`src/rtl/pipe_ctrl.sv`:
```
// Pipeline stall/flush/delay-slot sequencer for the five-stage core.
// Optional perf counters enabled by defining PIPE_CTRL_PERF_EN.
module pipe_ctrl #(
    parameter int              PC_W       = 32,
    parameter logic [PC_W-1:0] EXC_VECTOR = 32'h0000_0020
) (
    input  logic            clk,
    input  logic            rst,
    input  logic            stallreq_if_i,
    input  logic            stallreq_id_i,
    input  logic            stallreq_ex_i,
    input  logic            stallreq_mem_i,
    input  logic            ex_mc_start_i,
    input  logic [4:0]      ex_mc_len_i,
    input  logic            excp_i,
    input  logic            branch_flag_i,
    input  logic            next_in_delayslot_i,
    output logic [5:0]      stall_o,
    output logic            flush_o,
    output logic [PC_W-1:0] new_pc_o,
    output logic            ex_mc_done_o,
    output logic            now_in_delayslot_o,
    output logic [31:0]     stall_cnt_o,
    output logic [31:0]     flush_cnt_o
);

    // state  | meaning
    // RUN    | normal issue, may accept a multi-cycle EX op
    // MULTI  | multi-cycle EX op in flight, counter tracks remaining cycles
    // FREEZE | exception seen, whole pipe held, mc op aborted
    // FLUSH  | one-cycle flush with redirect to the exception vector
    typedef enum logic [1:0] {RUN, MULTI, FREEZE, FLUSH} state_t;

    state_t     state_q, state_d;
    logic [4:0] mc_cnt_q, mc_cnt_d;
    logic       mc_req;
    logic       ds_q, ds_d;

    always_ff @(posedge clk) begin
        if (rst) begin
            state_q  <= RUN;
            mc_cnt_q <= 5'd0;
            ds_q     <= 1'b0;
        end else begin
            state_q  <= state_d;
            mc_cnt_q <= mc_cnt_d;
            ds_q     <= ds_d;
        end
    end

    always_comb begin
        state_d      = state_q;
        mc_cnt_d     = mc_cnt_q;
        mc_req       = 1'b0;
        ex_mc_done_o = 1'b0;
        flush_o      = 1'b0;
        new_pc_o     = '0;
        case (state_q)
            RUN: begin
                if (excp_i) begin
                    state_d = FREEZE;
                end else if (ex_mc_start_i && (ex_mc_len_i >= 5'd2)) begin
                    state_d  = MULTI;
                    mc_cnt_d = ex_mc_len_i - 5'd1;
                    mc_req   = 1'b1;
                end
            end
            MULTI: begin
                if (mc_cnt_q > 5'd1) begin
                    mc_req   = 1'b1;
                    mc_cnt_d = mc_cnt_q - 5'd1;
                end else begin
                    ex_mc_done_o = 1'b1;
                    mc_cnt_d     = 5'd0;
                    state_d      = RUN;
                end
                if (excp_i) begin
                    state_d  = FREEZE;
                    mc_cnt_d = 5'd0;
                end
            end
            FREEZE: begin
                state_d  = FLUSH;
                mc_cnt_d = 5'd0;
            end
            FLUSH: begin
                state_d  = RUN;
                flush_o  = 1'b1;
                new_pc_o = EXC_VECTOR;
            end
            default: state_d = RUN;
        endcase
    end

    // Highest requesting stage wins; FREEZE and FLUSH override requests.
    always_comb begin
        stall_o = 6'b000000;
        if (state_q == FREEZE)              stall_o = 6'b111111;
        else if (state_q == FLUSH)          stall_o = 6'b000000;
        else if (stallreq_mem_i)            stall_o = 6'b011111;
        else if (stallreq_ex_i || mc_req)   stall_o = 6'b001111;
        else if (stallreq_id_i)             stall_o = 6'b000111;
        else if (stallreq_if_i)             stall_o = 6'b000011;
    end

    always_comb begin
        ds_d = ds_q;
        if (state_q == FLUSH)  ds_d = 1'b0;
        else if (!stall_o[2])  ds_d = branch_flag_i & next_in_delayslot_i;
    end

    assign now_in_delayslot_o = ds_q;

`ifdef PIPE_CTRL_PERF_EN
    logic [31:0] stall_cnt_q, flush_cnt_q;

    always_ff @(posedge clk) begin
        if (rst) begin
            stall_cnt_q <= 32'd0;
            flush_cnt_q <= 32'd0;
        end else begin
            if ((stall_o != 6'd0) && (stall_cnt_q != 32'hFFFF_FFFF))
                stall_cnt_q <= stall_cnt_q + 32'd1;
            if ((state_q == FLUSH) && (flush_cnt_q != 32'hFFFF_FFFF))
                flush_cnt_q <= flush_cnt_q + 32'd1;
        end
    end

    assign stall_cnt_o = stall_cnt_q;
    assign flush_cnt_o = flush_cnt_q;
`else
    assign stall_cnt_o = 32'd0;
    assign flush_cnt_o = 32'd0;
`endif

endmodule

```
`config.mk`:
```
export PLATFORM = sky130hd
export DESIGN_NAME = pipe_ctrl
export DESIGN_NICKNAME = d
export VERILOG_FILES = /design/src/rtl/pipe_ctrl.sv
export SDC_FILE = /design/constraint.sdc
export NUM_CORES = 1
export LEC_CHECK = 0
export CAP_MARGIN = 20
export CORE_UTILIZATION = 37
export DETAILED_ROUTE_END_ITERATION = 8
export PLACE_DENSITY = 0.85
export SKIP_CTS_REPAIR_TIMING = 1
export SYNTH_ARGS = -nofsm -noshare
export SYNTH_HDL_FRONTEND = slang
export SYNTH_SLANG_ARGS = --single-unit
```
`constraint.sdc`:
```
create_clock -name clk -period 4.5 [get_ports clk]
set_input_delay 0.45 -clock clk [delete_from_list [all_inputs] [get_ports clk]]
set_output_delay 0.45 -clock clk [all_outputs]
set_load 0.05 [all_outputs]
```
# Word level (Yosys, flattened, before mapping)
# Index checks and enable logic that the tools add are counted.
op_classes:
  n_addsub: 2
  n_lt_le_gt_ge: 2
  n_eq_ne: 7
  n_mux: 24
  n_bitwise: 1
  n_reduce_logical: 7
ops:
  columns: ["operator", "n"]
  rows:
  - ["$mux W5", 6]
  - ["$pmux W5 S3", 1]
  - ["$mux W6", 2]
  - ["$mux W2", 5]
  - ["$sub A5 B1 Y5 const B", 2]
  - ["$pmux W2 S4", 1]
  - ["$mux W1", 6]
  - ["$ne A3 B3 Y1 const B", 2]
  - ["$ge A5 B2 Y1 const B", 1]
  - ["$gt A5 B1 Y1 const B", 1]
  - ["$eq A2 B2 Y1 const B", 2]
  - ["$mux W4", 1]
  - ["$ne A2 B2 Y1 const B", 2]
  - ["$mux W3", 1]
  - ["$reduce_and A3 Y1", 1]
  - ["$reduce_bool A3 Y1", 1]
  - ["$eq A2 B1 Y1 const B", 1]
  - ["$logic_not A2 Y1", 1]
  - ["$pmux W1 S2", 1]
  - ["$reduce_and A2 Y1", 1]
  - ["$reduce_or A2 Y1", 1]
  - ["$and A1 B1 Y1", 1]
  - ["$logic_and A1 B1 Y1", 1]
  - ["$logic_or A1 B1 Y1", 1]
totals:
  ff_bits: 8
  input_bits: 15
  output_inout_bits: 105

# Longest topological paths before layout
depth:
  depth_word: 10
  ltp_mapped: 7
  mapped_depth_nobuf: 6

# Worst setup path before layout
# No wires, ideal clock.
synth_timing:
  path_type: "input to output"
  startpoint: "input ex_mc_len_i[0]"
  endpoint: "output stall_o[1]"
  t_arrival_ns: 2.160
  required_time_ns: 4.050
  setup_slack_ns: 1.890
  path_stages: 7
  cell_sequence: "inv_1 ha_1 or4_4 o21ai_2 o21a_1 nand2_1 buf_4"
synth_via:
  elab_chain_len: 10
synth_lines:
  columns: ["item", "line_no", "source"]
  rows:
  - ["start, declared", "14", "input logic [4:0] ex_mc_len_i,"]
  - ["$ge A5 B2 Y1", "62", "end else if (ex_mc_start_i && (ex_mc_len_i >= 5'd2)) begin"]
  - ["$logic_and A1 B1 Y1", "62", null]
  - ["$mux W1", "62", null]
  - ["$mux W1", "60", "if (excp_i) begin"]
  - ["$pmux W1 S2", "58", "case (state_q)"]
  - ["$logic_or A1 B1 Y1", "101", "else if (stallreq_ex_i || mc_req) stall_o = 6'b001111;"]
  - ["$mux W4", "101", null]
  - ["$mux W5", "100", "else if (stallreq_mem_i) stall_o = 6'b011111;"]
  - ["$mux W5", "99", "else if (state_q == FLUSH) stall_o = 6'b000000;"]
  - ["$mux W6", "98", "if (state_q == FREEZE) stall_o = 6'b111111;"]
  - ["end, declared", "18", "output logic [5:0] stall_o,"]
# No other way between the ends.

# Final worst setup path
layout_timing:
  startpoint: "input ex_mc_len_i[1]"
  endpoint: "output stall_o[0]"
# The elaborated chain is that of the path after synthesis.

==> run summary <==
Post-synthesis sequential area ratio: 0.1039
Clk_skew: 0.001510 ns
Net count, final: 242
Max-Cap Viols: 0
Synth cell types: 39
Storage element area: 160.2 um2
Max Used Layer: met4
Tmin final: 3.415 ns
Critical path peak fanout: 6
Synth Area in Adders: 0.07305
Synth-to-Final Area Change: -3.003%
H-Tree Depth: 1
Async SR Flop Fraction: 0
Fmax: 292.9 MHz
Max-slew headroom: 0.6670
Via count: 1055
Synth area leaders: buf_4 48%, dfxtp_1 10%, ha_1 7.3%
Multi-input gate area: 949.7 um2
Final Cycle Share: 0.7588
Routed len/inst: 8.474 um
Filler instances: 432
Hold Slack: 0.4639 ns
Post-route DRC: 0
RSZ-0062 raised after global routing: false
Post-Route WL: 2254 um
Setup TNS: 0 ns
Total power: 0.5461 mW
Critical path arrival: 2.96 ns
Mean Syn Cell Area: 7.946 um2
Max clock buf depth: 2
TritonCTS Buffers: 3
Iteration-0 DRC Markers: 59
Worst Setup Start Kind: input pin
I/O pins: 120
Die W: 66.55 um
Leakage: 0.7610 nW
Total core area: 0.004000 mm2
Yosys reg bits: 8
Largest net degree at the start of global routing: 11
Top-area cell type share of the netlist area: 0.4821
1st-pass router iterations: 4
Synth Area in Compound Gates: 0.1891
Reg-to-Reg Start: state_q[1]
Starting Density: 0.3854
Hold Crit Class: reg2reg
Pwr dens: 365.2 mW/mm2
CP Capture Type: primary output
Xor and xnor fraction of the mapped netlist area: 0.01705
Initial antenna violation count: 0
Most common cell after layout, fill and taps aside: conb_1
Status: completed
Antenna Violating Nets Remaining: 0
CTS sink cnt: 8
Number of global-route vias before repair: 750
CTS clk-pin slew, worst paths: 0.04 ns
Max IR drop VDD: 0.1048 mV
CTS tree: done
Number of placed cells counting well taps: 263
N_diodes: 0
Top FF cell, synth: dfxtp_1
DR WL met3: 249 um
Hold path start: now_in_delayslot_o
Die Span Y: 66.55 um
Slew Limit Fails: 0
Layout cell share with drive strength beyond 1: 0.05556
Fin cells: 266
Overflow after GRT: 0
CP startpoint: ex_mc_len_i[1]
Die ar.: 0.004428 mm2
Cells after synthesis: 194
Top cell type by total area after synthesis: buf_4
First-pass GRT wire length: 3394 um
DR WL met2: 1018 um
Required @ worst endpoint: 4.05 ns
Final RePlAce weighted congestion: 0.9664
Clock root cell: clkbuf_8
DPL Wire Length: 1915 um
Yosys warns: 0
Routed vias/inst: 3.966
Clk Latency, worst-skew pair: 0.22 ns
Tot GR Track Use: 0.09972
Simple-gate share of the synthesized area: 0.09903
Mapped Area: 0.001541 mm2
Std-Cell Rows: 23
Post-synthesis mux area share: 0.006494
Main combinational cell family by area after synthesis: buffers and inverters
Number of synthesized flops with an enable pin: 0
Setup violations, final: 0
M1 WL: 980 um
Critical path type: in2out
Most frequent cells in the layout: 95 x conb_1, 24 x clkdlybuf4s50_1, 11 x inv_1, 10 x nand2_1, 9 x ha_1
Port buffer count: 24
Worst Tran Pin Value: 0.4980 ns
Final hold violation count: 0
-- metal layers --
metal | global-route usage | vias to the layer above
li1 | - | 508
met1 | 0.1240 | 469
met2 | 0.1616 | 76
met3 | 0.04110 | 2
met4 | 0.01596 | 0
met5 | 0 | -
-- sequential cells by signal, summed over array words and instances (netlist names) --
register / count
now_in_delayslot_o: 1
mc_cnt_q: 5
state_q: 2
-- logic make-up after synthesis --
kind of cell,count (synthesis)
buf+inv,110
compound gates,32
simple gates,30
fa+ha+maj,9
flops,8
xor+xnor,3
other cells,1
mux,1
-- synth_stat cells (6+ instances only) --
master / number
inv_1: 11
nor2_1: 6
buf_4: 99
dfxtp_1: 8
ha_1: 9
nand2_1: 10
-- layout make-up --
class                      count  share of cell area
clock buffer                   3             0.02762
inverter                      11             0.02762
multi-input combinational    170              0.6351
sequential                     8              0.1071
tap                           50             0.04184
timing repair buffer          24              0.1607
-- critical path, cell delays in order --
cell and delay [ns]:
clkdlybuf4s50_1 0.55, ha_1 0.25, or4_4 0.56, o21ai_2 0.20, o21a_1 0.17, nand2_1 0.07, clkdlybuf4s50_1 0.71
-- path summary, 6_finish.rpt --
kind                         to  slack, ns  depth (start not counted)
min          now_in_delayslot_o       0.46                          2
min reg2reg  now_in_delayslot_o       0.46                          2
max                  stall_o[0]       1.09                          7
max reg2reg         mc_cnt_q[4]       2.60                          6
-- report_power, final --
group	internal, mW	leakage (nW)	switching [mW]
clock network	0.0576	0.0216	0.0245
registers	0.0815	0.0659	0.0118
logic	0.0785	0.674	0.292
total	0.218	0.761	0.328
-- per-stage QoR --
step | setup WS (ns) | util | instance area, um2
global placement | 1.111 | 0.3635 | 1454
finish | 1.085 | 0.3738 | 1495
global route | 0.9455 | 0.3738 | 1495
detailed placement | 1.067 | 0.3635 | 1454
floorplan | 1.890 | - | 1894
CTS | 1.064 | 0.3738 | 1495
(Power assumes the default switching activity.)
